`src/rtl/if_stage.sv`:
```
// Instruction-fetch stage: owns the PC, addresses instruction memory
// and loads the IF/ID pipeline register for the decode stage.
module if_stage #(
  parameter logic [31:0] RESET_PC  = 32'h0000_0000,
  parameter int          IM_ADDR_W = 8
) (
  input  logic                 clk,
  input  logic                 reset,
  input  logic                 stall,
  input  logic                 redirect_en,
  input  logic [31:0]          redirect_pc,
  output logic [IM_ADDR_W-1:0] imem_addr,
  input  logic [31:0]          imem_data,
  output logic [31:0]          pc,
  output logic [31:0]          if_id_instr,
  output logic [31:0]          if_id_pc_plus4,
  output logic                 if_id_valid,
  output logic                 misalign_err
);

  localparam logic [31:0] NOP = 32'h0000_0000;

  logic [31:0] pc_q, pc_d;
  logic [31:0] instr_q, instr_d;
  logic [31:0] pc4_q, pc4_d;
  logic        valid_q, valid_d;
  logic        mis_q, mis_d;

  logic [31:0] pc_plus4;
  logic [31:0] tgt_pc;
  logic        tgt_mis;

  // Sequential successor wraps naturally at 2^32.
  assign pc_plus4 = pc_q + 32'd4;

  // Redirect targets are forced onto a word boundary.
  assign tgt_pc  = {redirect_pc[31:2], 2'b00};
  assign tgt_mis = |redirect_pc[1:0];

  // Upper PC bits are dropped, so the memory aliases.
  assign imem_addr = pc_q[IM_ADDR_W+1:2];

  // Next-state selection: redirect beats stall beats advance.
  always_comb begin
    pc_d    = pc_q;
    instr_d = instr_q;
    pc4_d   = pc4_q;
    valid_d = valid_q;
    mis_d   = mis_q;
    priority case (1'b1)
      redirect_en: begin
        pc_d    = tgt_pc;
        instr_d = NOP;
        pc4_d   = 32'd0;
        valid_d = 1'b0;
        mis_d   = mis_q | tgt_mis;
      end
      stall: begin
        pc_d    = pc_q;
      end
      default: begin
        pc_d    = pc_plus4;
        instr_d = imem_data;
        pc4_d   = pc_plus4;
        valid_d = 1'b1;
      end
    endcase
  end

  // State update with synchronous active-low reset.
  always_ff @(posedge clk) begin
    if (!reset) begin
      pc_q    <= RESET_PC;
      instr_q <= NOP;
      pc4_q   <= 32'd0;
      valid_q <= 1'b0;
      mis_q   <= 1'b0;
    end else begin
      pc_q    <= pc_d;
      instr_q <= instr_d;
      pc4_q   <= pc4_d;
      valid_q <= valid_d;
      mis_q   <= mis_d;
    end
  end

  assign pc             = pc_q;
  assign if_id_instr    = instr_q;
  assign if_id_pc_plus4 = pc4_q;
  assign if_id_valid    = valid_q;
  assign misalign_err   = mis_q;

endmodule

```
`config.mk`:
```
export PLATFORM = sky130hd
export DESIGN_NAME = if_stage
export DESIGN_NICKNAME = d
export VERILOG_FILES = /design/src/rtl/if_stage.sv
export SDC_FILE = /design/constraint.sdc
export NUM_CORES = 1
export LEC_CHECK = 0
export ABC_CLOCK_PERIOD_IN_PS = 2650
export CAP_MARGIN = 20
export CORE_ASPECT_RATIO = 1.4
export CORE_MARGIN = 2
export CORE_UTILIZATION = 46
export CTS_BUF_LIST = sky130_fd_sc_hd__clkbuf_4 sky130_fd_sc_hd__clkbuf_8
export DETAILED_ROUTE_END_ITERATION = 10
export PLACE_DENSITY = 0.82
export SYNTH_ARGS = -nofsm -noshare
export SYNTH_HDL_FRONTEND = slang
export SYNTH_SLANG_ARGS = --single-unit
```
`constraint.sdc`:
```
create_clock -name clk -period 2.65 [get_ports clk]
set_input_delay 0.3975 -clock clk [delete_from_list [all_inputs] [get_ports clk]]
set_output_delay 0.3975 -clock clk [all_outputs]
set_load 0.02 [all_outputs]
```
==> impl_summary.log <==
INFO  metric rows = 42
INFO  metric stdcell_count = between 800 and 900
INFO  metric critical_path_required = 2.95 ns
INFO  metric start_util = 0.478
INFO  metric yosys_register_bits = 94
INFO  metric timing.max_cap.violations = 0
INFO  metric final_design_area_no_fill = ~6400 um2
INFO  metric place.detailed.hpwl = approximately 9900 um
INFO  metric final_report_hold_violation_count = 0
INFO  metric max_freq = roughly 430 MHz
INFO  metric post_synth_num_cell_types = between 40 and 50
INFO  metric totalWireLength = roughly 14000 um
INFO  metric critical_path_buf_inv_count = 0
INFO  metric total_power = a little over 3 mW
INFO  metric cp.arrival = approximately 2.6 ns
INFO  metric global_route_wire_length_before_repair = between 20000 and 25000 um
INFO  metric slowest_library_cell_on_the_worst_path = sky130_fd_sc_hd__or4_4
INFO  metric critical_path.cell_chain = ha_1, nand4_2, or4_4, or4_1, a31oi_1
INFO  metric cell_area_placed = between 6000 and 7000 um2
INFO  metric avgSynthCellArea = roughly 8.6 um2
INFO  metric area_delta_synth_final = 41.7%
INFO  metric timing_worst_setup_path_type = reg -> reg
INFO  metric crit_path_end_kind = flop
INFO  metric final_period_minus_worst_setup_slack = approximately 2.3 ns
INFO  metric first_pass_iters = 7
INFO  metric grt_pass1_vias = about 4.6k
INFO  metric chipHeight = roughly 120 um
INFO  metric buffer_cell_driving_the_clock_tree_root = sky130_fd_sc_hd__clkbuf_8
INFO  metric drt_iter0_drc = between 300 and 400
INFO  metric slowest_delay = between 0.7 and 0.8 ns
INFO  metric maximum_number_of_pins_on_one_net_before_global_route_repair = 40
INFO  metric cells_after_dpl = ~790
INFO  metric tritoncts_buffer_count = 9
INFO  metric io-pin-count = approximately 170
INFO  metric synth-edff-count = 0
INFO  metric cts.repair_timing.setup_buffer_count = 0
INFO  metric layout.cells.most_common_list = sky130_fd_sc_hd__clkdlybuf4s50_1 (168), sky130_fd_sc_hd__dfxtp_1 (94), sky130_fd_sc_hd__o21ai_0 (52)
INFO  metric portBuffers = around 170
INFO  metric cts_htree_levels = 3
INFO  metric hold_path_startpoint = misalign_err
INFO  metric ir_worst_vdd = between 0.4 and 0.5 mV
INFO  metric dp_worst_setup_slack = 0.193 ns
INFO  metric tritoncts = built
INFO  metric die-width = approximately 90 um
INFO  metric core_region_area = approximately 9500 um2
INFO  metric layout_worst_path_cycle_share = 0.874
INFO  metric drv_slew = 0
INFO  metric power.static_leakage = roughly 2.3 nW
INFO  metric layout.filler_cells = ~780
INFO  metric cts.sink_count = 94
INFO  metric route.detailed.wl_per_inst = about 17 um
INFO  metric power.density_cell_area = about 480 nW/um2
INFO  metric layout-drive-gt1-share = 0.0714
INFO  metric design.die.area = around 11000 um2
INFO  metric ctsLongestPathBuffers = 2
INFO  metric clock_latency = 0.37 ns
INFO  metric skew = 0.0105 ns
INFO  metric finalWeightedCongestion = a little over 0.9
INFO  metric unrepaired_setup_endpoints_after_global_routing = no
INFO  metric netlist_instances = 526
INFO  metric relSlewSlack = 0.549
INFO  metric ys_async_sr_fraction = 0
INFO  metric synth_sequential_area_ratio = 0.414
INFO  metric final_setup_slack_of_the_worst_path = between 0.3 and 0.4 ns
INFO  metric setup.worst_path.start_class = flop
INFO  metric reg2reg_from = pc[3]
INFO  metric setup_tns_after_final_layout = 0 ns
INFO  metric status = completed
INFO  metric drt_drc_violations_left = 0
INFO  metric ys.warnings.count = 0
INFO  metric layout_commonest_cell = sky130_fd_sc_hd__clkdlybuf4s50_1
INFO  metric clkTransAtPathRegs = ~0.10 ns
INFO  metric crit_start = pc[3]
INFO  metric syn_area = 4540 um2
INFO  metric num_antenna_cells = 0
INFO  metric cp_top_family = simple AND/OR/NAND/NOR gates
INFO  metric via_count = about 4.6k
INFO  metric overflow = 0
INFO  metric final_core_utilization = 0.677
INFO  metric postSynth.topFlopCell = sky130_fd_sc_hd__dfxtp_1
INFO  metric tightestPinTransition = roughly 0.67 ns
INFO  metric number_of_antenna_violations_at_the_first_check_in_global_routing = 0
INFO  metric timing.hold.worst.class = reg -> reg
INFO  metric timing.hold.ws = approximately 0.48 ns
INFO  metric setup-violations-final = 0
INFO  metric viasPerCell = approximately 5.7
INFO  metric route.antenna.remaining_nets = 0
INFO  metric total_global_route_track_usage = 0.263
INFO  metric timing.critical_path.fanout_max = 18
INFO  metric finish.net_count = 736
Yosys cell counts, types with 8 or more instances:
cell type	number	area share
sky130_fd_sc_hd__a21oi_1	21	0.023
sky130_fd_sc_hd__a31oi_1	24	0.033
sky130_fd_sc_hd__buf_2	8	0.0088
sky130_fd_sc_hd__buf_4	12	0.020
sky130_fd_sc_hd__clkbuf_1	33	0.027
sky130_fd_sc_hd__dfxtp_1	94	0.41
sky130_fd_sc_hd__mux2i_1	36	0.079
sky130_fd_sc_hd__nand2_1	13	0.011
sky130_fd_sc_hd__nand3_1	9	0.0099
sky130_fd_sc_hd__nand4_1	10	0.014
sky130_fd_sc_hd__nor2_1	49	0.040
sky130_fd_sc_hd__nor3_1	17	0.019
sky130_fd_sc_hd__nor4_1	8	0.011
sky130_fd_sc_hd__o21ai_0	52	0.057
sky130_fd_sc_hd__o31ai_1	18	0.030
sky130_fd_sc_hd__or3_1	9	0.012
sky130_fd_sc_hd__or4_1	21	0.035
sky130_fd_sc_hd__xnor2_1	18	0.035
metal layers:
metal	vias up	routed length [um]	global-route usage
met2	246	6700	0.434
met4	0	329	0.101
li1	2190	-	-
met1	2120	5260	0.319
met3	27	1390	0.0806
met5	-	0	0
worst reg2reg max path, stage by stage, from the launching register on:
cell and delay [ns]:
sky130_fd_sc_hd__dfxtp_1 0.34, sky130_fd_sc_hd__ha_1 0.25, sky130_fd_sc_hd__nand4_2 0.30, sky130_fd_sc_hd__or4_4 0.73, sky130_fd_sc_hd__or4_1 0.45, sky130_fd_sc_hd__a31oi_1 0.18
area by class of cell:
class | instances | area [um2] | share of cell area
Tap cell | 132 | 165 | 0.0256
Timing Repair Buffer | 187 | 1820 | 0.283
Clock buffer | 11 | 151 | 0.0235
Sequential cell | 94 | 1880 | 0.292
Inverter | 7 | 26.3 | 0.00408
Clock inverter | 5 | 33.8 | 0.00524
Multi-Input combinational cell | 368 | 2360 | 0.367
registers in the layout, summed over array words and instances, names as in the netlist:
name            flops
misalign_err        1
if_id_valid         1
pc                 30
if_id_instr        32
if_id_pc_plus4     30
final timing paths:
kind | to | slack (ns) | cells past startpoint
worst max-delay path | if_id_pc_plus4[22] | 0.34 | 5
worst min-delay path | misalign_err | 0.48 | 1
worst max register to register | if_id_pc_plus4[22] | 0.34 | 5
worst min register to register | misalign_err | 0.48 | 1
report_power, final:
part           switching, mW  internal, mW
clock network          0.515         0.391
registers             0.0785          1.48
logic                  0.304         0.315
total                  0.898          2.19
kinds of logic after synthesis:
kind of cell | share of synthesized area
buf+inv | 0.0697
simple gates | 0.206
fa+ha+maj | 0.00275
mux | 0.0793
other cells | 0.000825
xor+xnor | 0.0405
compound gates | 0.187
flops | 0.414
what timing repair did:
action	4_1_cts	5_1_grt
resized for setup	0	1
setup endpoints to repair	0	1
hold buffers	0	0
endpoints found under the hold margin	0	0
(Power assumes the default switching activity.)
